## src/rtl/fetch_stage.sv

```systemverilog
// Instruction-fetch stage: owns the program counter, the instruction-memory
// request handshake and the IF/ID pipeline buffer feeding decode.
//   state   | meaning
//   RUN     | fetching; stalls, flushes and branch redirects honoured
//   HALTED  | halt retired in ID; no requests, IF/ID held as bubble until reset
module fetch_stage #(
    parameter int unsigned AW       = 16,
    parameter int unsigned IW       = 16,
    parameter int unsigned PC_INC   = 2,
    parameter int unsigned RESET_PC = 0,
    parameter int unsigned NOP      = 0
) (
    input  logic          clock,
    input  logic          reset,
    output logic          imem_req,
    output logic [AW-1:0] imem_addr,
    input  logic          imem_ready,
    input  logic [IW-1:0] imem_rdata,
    input  logic          pc_stop,
    input  logic          if_id_buffer_flush,
    input  logic          branch_taken,
    input  logic [AW-1:0] branch_target,
    input  logic          halt,
    output logic [IW-1:0] id_instruction,
    output logic [AW-1:0] id_pc_next_address,
    output logic          id_valid,
    output logic          halted,
    output logic [31:0]   fetch_count
);

    typedef enum logic {RUN = 1'b0, HALTED = 1'b1} state_t;

    state_t        state_q, state_d;
    logic [AW-1:0] pc_q, pc_d;
    logic [IW-1:0] id_instr_q, id_instr_d;
    logic [AW-1:0] id_pcn_q, id_pcn_d;
    logic          id_valid_q, id_valid_d;
    logic [31:0]   fetch_count_q, fetch_count_d;

    logic          is_halted;
    logic          accept;
    logic [AW-1:0] pc_inc;

    assign is_halted = (state_q == HALTED);
    assign imem_req  = !is_halted && !pc_stop && !branch_taken;
    assign imem_addr = pc_q;
    assign accept    = imem_req && imem_ready && !if_id_buffer_flush && !halt;
    assign pc_inc    = pc_q + AW'(PC_INC);

    assign id_instruction     = id_instr_q;
    assign id_pc_next_address = id_pcn_q;
    assign id_valid           = id_valid_q;
    assign halted             = is_halted;
    assign fetch_count        = fetch_count_q;

    always_comb begin
        // A taken branch is older than the halt sitting in ID, so it cancels it.
        state_d = state_q;
        if (!is_halted && halt && !branch_taken) begin
            state_d = HALTED;
        end

        // accept already excludes halt and pc_stop, so those fall through as hold.
        pc_d = pc_q;
        if (!is_halted) begin
            if (branch_taken) begin
                pc_d = branch_target & ~AW'(1);
            end else if (accept) begin
                pc_d = pc_inc;
            end
        end

        id_instr_d = IW'(NOP);
        id_pcn_d   = '0;
        id_valid_d = 1'b0;
        if (if_id_buffer_flush || branch_taken || is_halted || halt) begin
            id_instr_d = IW'(NOP);
            id_pcn_d   = '0;
            id_valid_d = 1'b0;
        end else if (pc_stop) begin
            id_instr_d = id_instr_q;
            id_pcn_d   = id_pcn_q;
            id_valid_d = id_valid_q;
        end else if (accept) begin
            id_instr_d = imem_rdata;
            id_pcn_d   = pc_inc;
            id_valid_d = 1'b1;
        end

        fetch_count_d = fetch_count_q;
        if (accept && (fetch_count_q != 32'hFFFF_FFFF)) begin
            fetch_count_d = fetch_count_q + 32'd1;
        end
    end

    always_ff @(posedge clock or posedge reset) begin
        if (reset) begin
            state_q       <= RUN;
            pc_q          <= AW'(RESET_PC);
            id_instr_q    <= IW'(NOP);
            id_pcn_q      <= '0;
            id_valid_q    <= 1'b0;
            fetch_count_q <= '0;
        end else begin
            state_q       <= state_d;
            pc_q          <= pc_d;
            id_instr_q    <= id_instr_d;
            id_pcn_q      <= id_pcn_d;
            id_valid_q    <= id_valid_d;
            fetch_count_q <= fetch_count_d;
        end
    end

endmodule

```

## config.mk

```make
export PLATFORM = sky130hd
export DESIGN_NAME = fetch_stage
export DESIGN_NICKNAME = d
export VERILOG_FILES = /design/src/rtl/fetch_stage.sv
export SDC_FILE = /design/constraint.sdc
export NUM_CORES = 1
export LEC_CHECK = 0
export ABC_AREA = 1
export BUFFER_PORTS_ARGS = -buffer_cell sky130_fd_sc_hd__buf_2
export CAP_MARGIN = 15
export CORE_UTILIZATION = 48
export CTS_CLUSTER_SIZE = 10
export DETAILED_ROUTE_END_ITERATION = 8
export PLACE_DENSITY = 0.77
export RECOVER_POWER = 50
export SLEW_MARGIN = 20
export SYNTH_ARGS = -nofsm -noshare
export SYNTH_HDL_FRONTEND = slang
export SYNTH_SLANG_ARGS = --single-unit
export TNS_END_PERCENT = 30
```

## constraint.sdc

```tcl
create_clock -name clock -period 2.4 [get_ports clock]
set_clock_uncertainty 0.05 [all_clocks]
set_input_delay 0.12 -clock clock [delete_from_list [all_inputs] [get_ports clock]]
set_output_delay 0.12 -clock clock [all_outputs]
set_load 0.01 [all_outputs]
```

Word-level counts from Yosys, hierarchy flattened --
Cells that the tools add are included.
Cells by class: $add $sub $neg 2, equal/unequal tests 2, multiplexer cells 11, bitwise gates (word level) 1, reductions and logical operators 18
Operator list (count):
- 16-bit 2-to-1 mux | 8
- 32-bit by 1-bit adder with 32-bit output (second input constant) | 1
- 32-bit inequality test (second input constant) | 1
- 16-bit by 2-bit adder with 16-bit output (second input constant) | 1
- 1-bit logical AND | 8
- 1-bit zero test | 5
- 1-bit logical OR | 3
- 1-bit 2-to-1 mux | 3
- 2-bit by 1-bit inequality test with 1-bit output (second input constant) | 1
- 2-bit AND reduction | 1
- 2-bit nonzero test | 1
- 1-bit inverter | 1
Storage, ports and cells: register bits after elaboration 82, input bits 39, output and inout bits 83, word-level logic and storage cells 40

Depth between registers and ports, before layout --
depth in word-level cells 9, mapped depth 11, gate-level depth less buffers 10

Worst setup path after synthesis --
No wires, ideal clock.
kind flip-flop to flip-flop, from register fetch_count_q[0] (netlist: fetch_count[0]), to register fetch_count_q[10] (netlist: fetch_count[10]), arrival time 1.583 ns, required time 2.234 ns, path slack 0.650 ns, stages on the path, launching flop included 12, buffers on the path 1, cells stage by stage dfrtp_1 ha_1 nand2_1 nor2_4 nand2_4 nor2_8 nand2_4 nand2_8 inv_4 buf_6 nand2_1 nand2_1
Between the ends: word-level cells in the longest chain between the ends 2
RTL lines:
- from (decl) | RTL line 38 | logic [31:0] fetch_count_q, fetch_count_d;
- from (signal assigned) | RTL line 110 | fetch_count_q <= fetch_count_d;
- parallel branches: the longest is 2 deep, another holds 32-bit by 1-bit adder with 32-bit output
Parallel ways; which one is timed is not known. A chain may end at the register's enable or synchronous reset.

Worst setup path in the final report --
from register state_q (netlist: halted), to register pc_q[4] (netlist: imem_addr[4])
Between the ends: word-level cells in the longest chain between the ends 8
RTL lines:
- from (decl) | RTL line 33 | state_t state_q, state_d;
- from (signal assigned) | RTL line 105 | state_q <= state_d;
- 1-bit zero test
- 1-bit logical AND (2 in series) | RTL line 45 | assign imem_req = !is_halted && !pc_stop && !branch_taken;
- 1-bit logical AND (3 in series) | RTL line 47 | assign accept = imem_req && imem_ready && !if_id_buffer_flush && !halt;
- 2-bit nonzero test (no line)
- 2-bit AND reduction (no line) (*)
- to (signal assigned) | RTL line 99 | pc_q <= AW'(RESET_PC);
- to (signal assigned) | RTL line 106 | pc_q <= pc_d;
- to (decl) | RTL line 34 | logic [AW-1:0] pc_q, pc_d;
Mark *: on every way between the ends. The rest lies on a longest branch, timed or not.

==> results.txt <==
status: finished with violations
failing checks: max-capacitance violations, max-slew violations
Logic pwr share: 4.5%
Post-Synthesis Cells: 639
first-pass GRT wire length: 19,200 um
TritonCTS clock tree: yes
largest family of logic cells by synthesized area: simple AND/OR/NAND/NOR gates
Worst Tran Pin Value: 1.68 ns
CP max-delay cell: o21ai_2
Vias/cell: 5.00
number of max-cap violations: 1
unrepaired setup endpoints after global routing: false
multiplexer share of the synthesized area: 0%
diode count: 0
post-route insts no fill: 907
Rows: 35
Core Area: 9240 um^2
met3 wire len: 630 um
Die Span X: 99.6 um
DRT iter0 DRCs: 182
number of fill cells: 898
area of the die: 9910 um^2
Placer Congestion: 0.905
compound-gate portion of the synthesized area: 5.89%
fin nets: 814
fin crit period: 2.09 ns
Sw Share: 22.8%
Setup-failing EPs final: 0
fraction of layout instances using a drive strength above 1: 9.77%
critical path's largest stage delay: 0.80 ns
Slew Limit Fails: 36
post-synth cell types: 30
Rel. slew slack: -12.8%
clk root buf: clkbuf_8
clock buffer depth: 2
drt drc: 0
Critical Path AT: 2.27 ns
Max IR drop VDD: 0.257 mV
Synth Register Bits: 81
met2 WL: 5720 um
Max Freq: 0.480 GHz
largest net degree at the start of global routing: 47
Global Route Usage Sum: 24.4%
register area share after synthesis: 44.4%
crit-path cells: nor2_1 -> nand2_1 -> nor2_4 -> o21ai_2 -> inv_1 -> nand2_1 -> o21ai_0
CTS Buf Count: 9
Setup CP Type: flip-flop to flip-flop
routed wire length: 11,800 um
Area growth, synth to finish: 20.9%
clock share of power: 40.7%
CP Max Fanout: 26
Ys Warns: 0
WP data required: 2.59 ns
I/O pin cnt: 122
Cell Area, Synth: 4570 um^2
wire length per cell: 13.0 um
Pre-Repair DR Iteration Count: 5
Routed met1 length: 5080 um
Detailed Place HPWL: 8180 um
vias in the first global route: 4,179
Port Buffers: 119
vias after detailed routing: 4,538
CP dominant cell by count: nand2_1
switching pwr: 0.566 mW
H-tree depth: 3
Avg Inst Size Synth: 7.15 um^2
syn nets: 680
power share of the sequential group: 54.8%
Critical Path Sink Type: flip-flop
Synth Area in Adders: 0.548%
Placed Cells: 872
Pint: 1.92 mW
clock transition at the registers of the reported paths: 0.08 ns
Setup TNS Final: 0 ns
Setup crit start kind: flip-flop
cts repair resizes: 0
Leak: 2.76 nW
Clock Sinks: 81
Initial Utilization: 49.5%
final worst-path cycle share: 86.9%
power density over the cells: 450 nW/um^2
Tightest Hold Check Type: primary input to flip-flop
Top Metal Used: met4
initial antenna violation count: 0
Die Ht: 99.6 um
Skew-Pair Late Insertion Delay: 0.35 ns
remaining global-route overflow: 0
post-synthesis simple-gate area fraction: 38.7%
xor and xnor area share after synthesis: 3.45%
number of routed nets with antenna violations: 0
commonest cells after routing, fill and taps aside: 295 x nand2_1, 81 x dfrtp_1, 80 x clkbuf_1
Fin. Hold Viols: 0
commonest non-fill, non-tap cell in the layout: nand2_1
-- synth_stat cells --
library cell | n | area share (%)
nand2_4 | 2 | 0.49
nor3_1 | 3 | 0.33
nand3b_1 | 2 | 0.33
xnor2_1 | 6 | 1.2
inv_2 | 2 | 0.16
nor2_4 | 3 | 0.74
nand2_8 | 1 | 0.44
inv_1 | 48 | 3.9
and2_1 | 2 | 0.27
o21ai_2 | 1 | 0.19
nand3_1 | 31 | 3.4
buf_4 | 4 | 0.66
a21boi_0 | 1 | 0.16
conb_1 | 1 | 0.082
buf_6 | 5 | 1.2
o21ai_1 | 1 | 0.11
nand4_1 | 7 | 0.96
a22o_1 | 18 | 3.5
ha_1 | 2 | 0.55
dfrtp_1 | 81 | 44
o21ai_0 | 18 | 2.0
clkbuf_1 | 5 | 0.41
nor2_2 | 4 | 0.55
nor2_1 | 76 | 6.2
nor2_8 | 1 | 0.44
buf_2 | 4 | 0.44
nand2_2 | 2 | 0.27
inv_4 | 1 | 0.14
nand2_1 | 295 | 24
xor2_1 | 12 | 2.3
-- metrics by stage --
step           utilization, %  hold WS [ns]  power (mW)  setup slack (ns)  instance area [um^2]
2_1_floorplan               -         0.180        1.43             0.150                  4570
3_3_place_gp             56.7         0.167        1.48             0.395                  5240
3_5_place_dp             56.7         0.177        1.48             0.367                  5240
4_1_cts                  60.9       0.00454        2.51             0.353                  5620
5_1_grt                  59.8        0.0209        2.58            0.0566                  5530
6_report                 59.8        0.0223        2.49             0.315                  5530
-- cell families (layout without fill, tap and decap cells) --
kind of cell,Yosys count,in the layout
AO/OA/AOI/OAI,39,39
XOR/XNOR,18,18
adder cells (fa/ha/maj),2,2
buffers and inverters,69,208
flip-flops,81,81
other,1,1
AND/OR/NAND/NOR,429,429
-- critical path: cells and delay by family (launching register included) --
family / cells / cell delay, ns
buffers and inverters: 1 / 0.24
AND/OR/NAND/NOR: 4 / 0.43
flip-flops: 1 / 0.38
AO/OA/AOI/OAI: 2 / 0.87
-- area by class of cell --
cell class | instances | area, um^2 | share of cell area [%]
multi-input combinational | 489 | 2220 | 40.2
sequential | 81 | 2030 | 36.7
timing repair buffer | 141 | 722 | 13.1
inverter | 51 | 195 | 3.53
tap | 129 | 161 | 2.92
clock buffer | 11 | 141 | 2.56
clock inverter | 5 | 55.1 | 0.996
-- registers in the layout, indices dropped and copies added, names as in the netlist --
register and count:
imem_addr 15, id_valid 1, halted 1, id_pc_next_address 16, id_instruction 16, fetch_count 32
-- power by group through the flow --
| stage | combinational (mW) | sequential [mW] | clock (mW) |
|---|---|---|---|
| floorplan | 0.0424 | 1.39 | 0 |
| global placement | 0.0862 | 1.39 | 0 |
| detailed placement | 0.0882 | 1.39 | 0 |
| CTS | 0.113 | 1.36 | 1.04 |
| global route | 0.127 | 1.36 | 1.09 |
| finish | 0.112 | 1.36 | 1.01 |
-- worst paths after layout --
check | startpoint | end | slack [ns] | cells past startpoint
min in group asynchronous | reset | id_instruction[14]$_DFFE_PP0P_ | 0.69 | 3
hold / removal | branch_target[4] | imem_addr[4]$_DFFE_PP0P_ | 0.02 | 5
hold reg to reg | id_valid$_DFFE_PP0P_ | id_valid$_DFFE_PP0P_ | 0.43 | 2
setup / recovery | halted$_DFFE_PP0P_ | imem_addr[4]$_DFFE_PP0P_ | 0.31 | 7
setup reg to reg | halted$_DFFE_PP0P_ | imem_addr[4]$_DFFE_PP0P_ | 0.31 | 7
max in group asynchronous | reset | id_pc_next_address[15]$_DFFE_PP0P_ | 0.75 | 4
-- layer usage --
layer | vias to the layer above | track usage (%)
met2 | 159 | 41.7
met5 | - | 0
met4 | 0 | 11.0
li1 | 2248 | -
met3 | 34 | 4.43
met1 | 2097 | 30.1
-- timing repair --
action	in CTS	in global routing
hold buffers	19	0
endpoints found under the hold margin	53	0
setup buffers	0	0
Power figures use the tool's default switching activity.
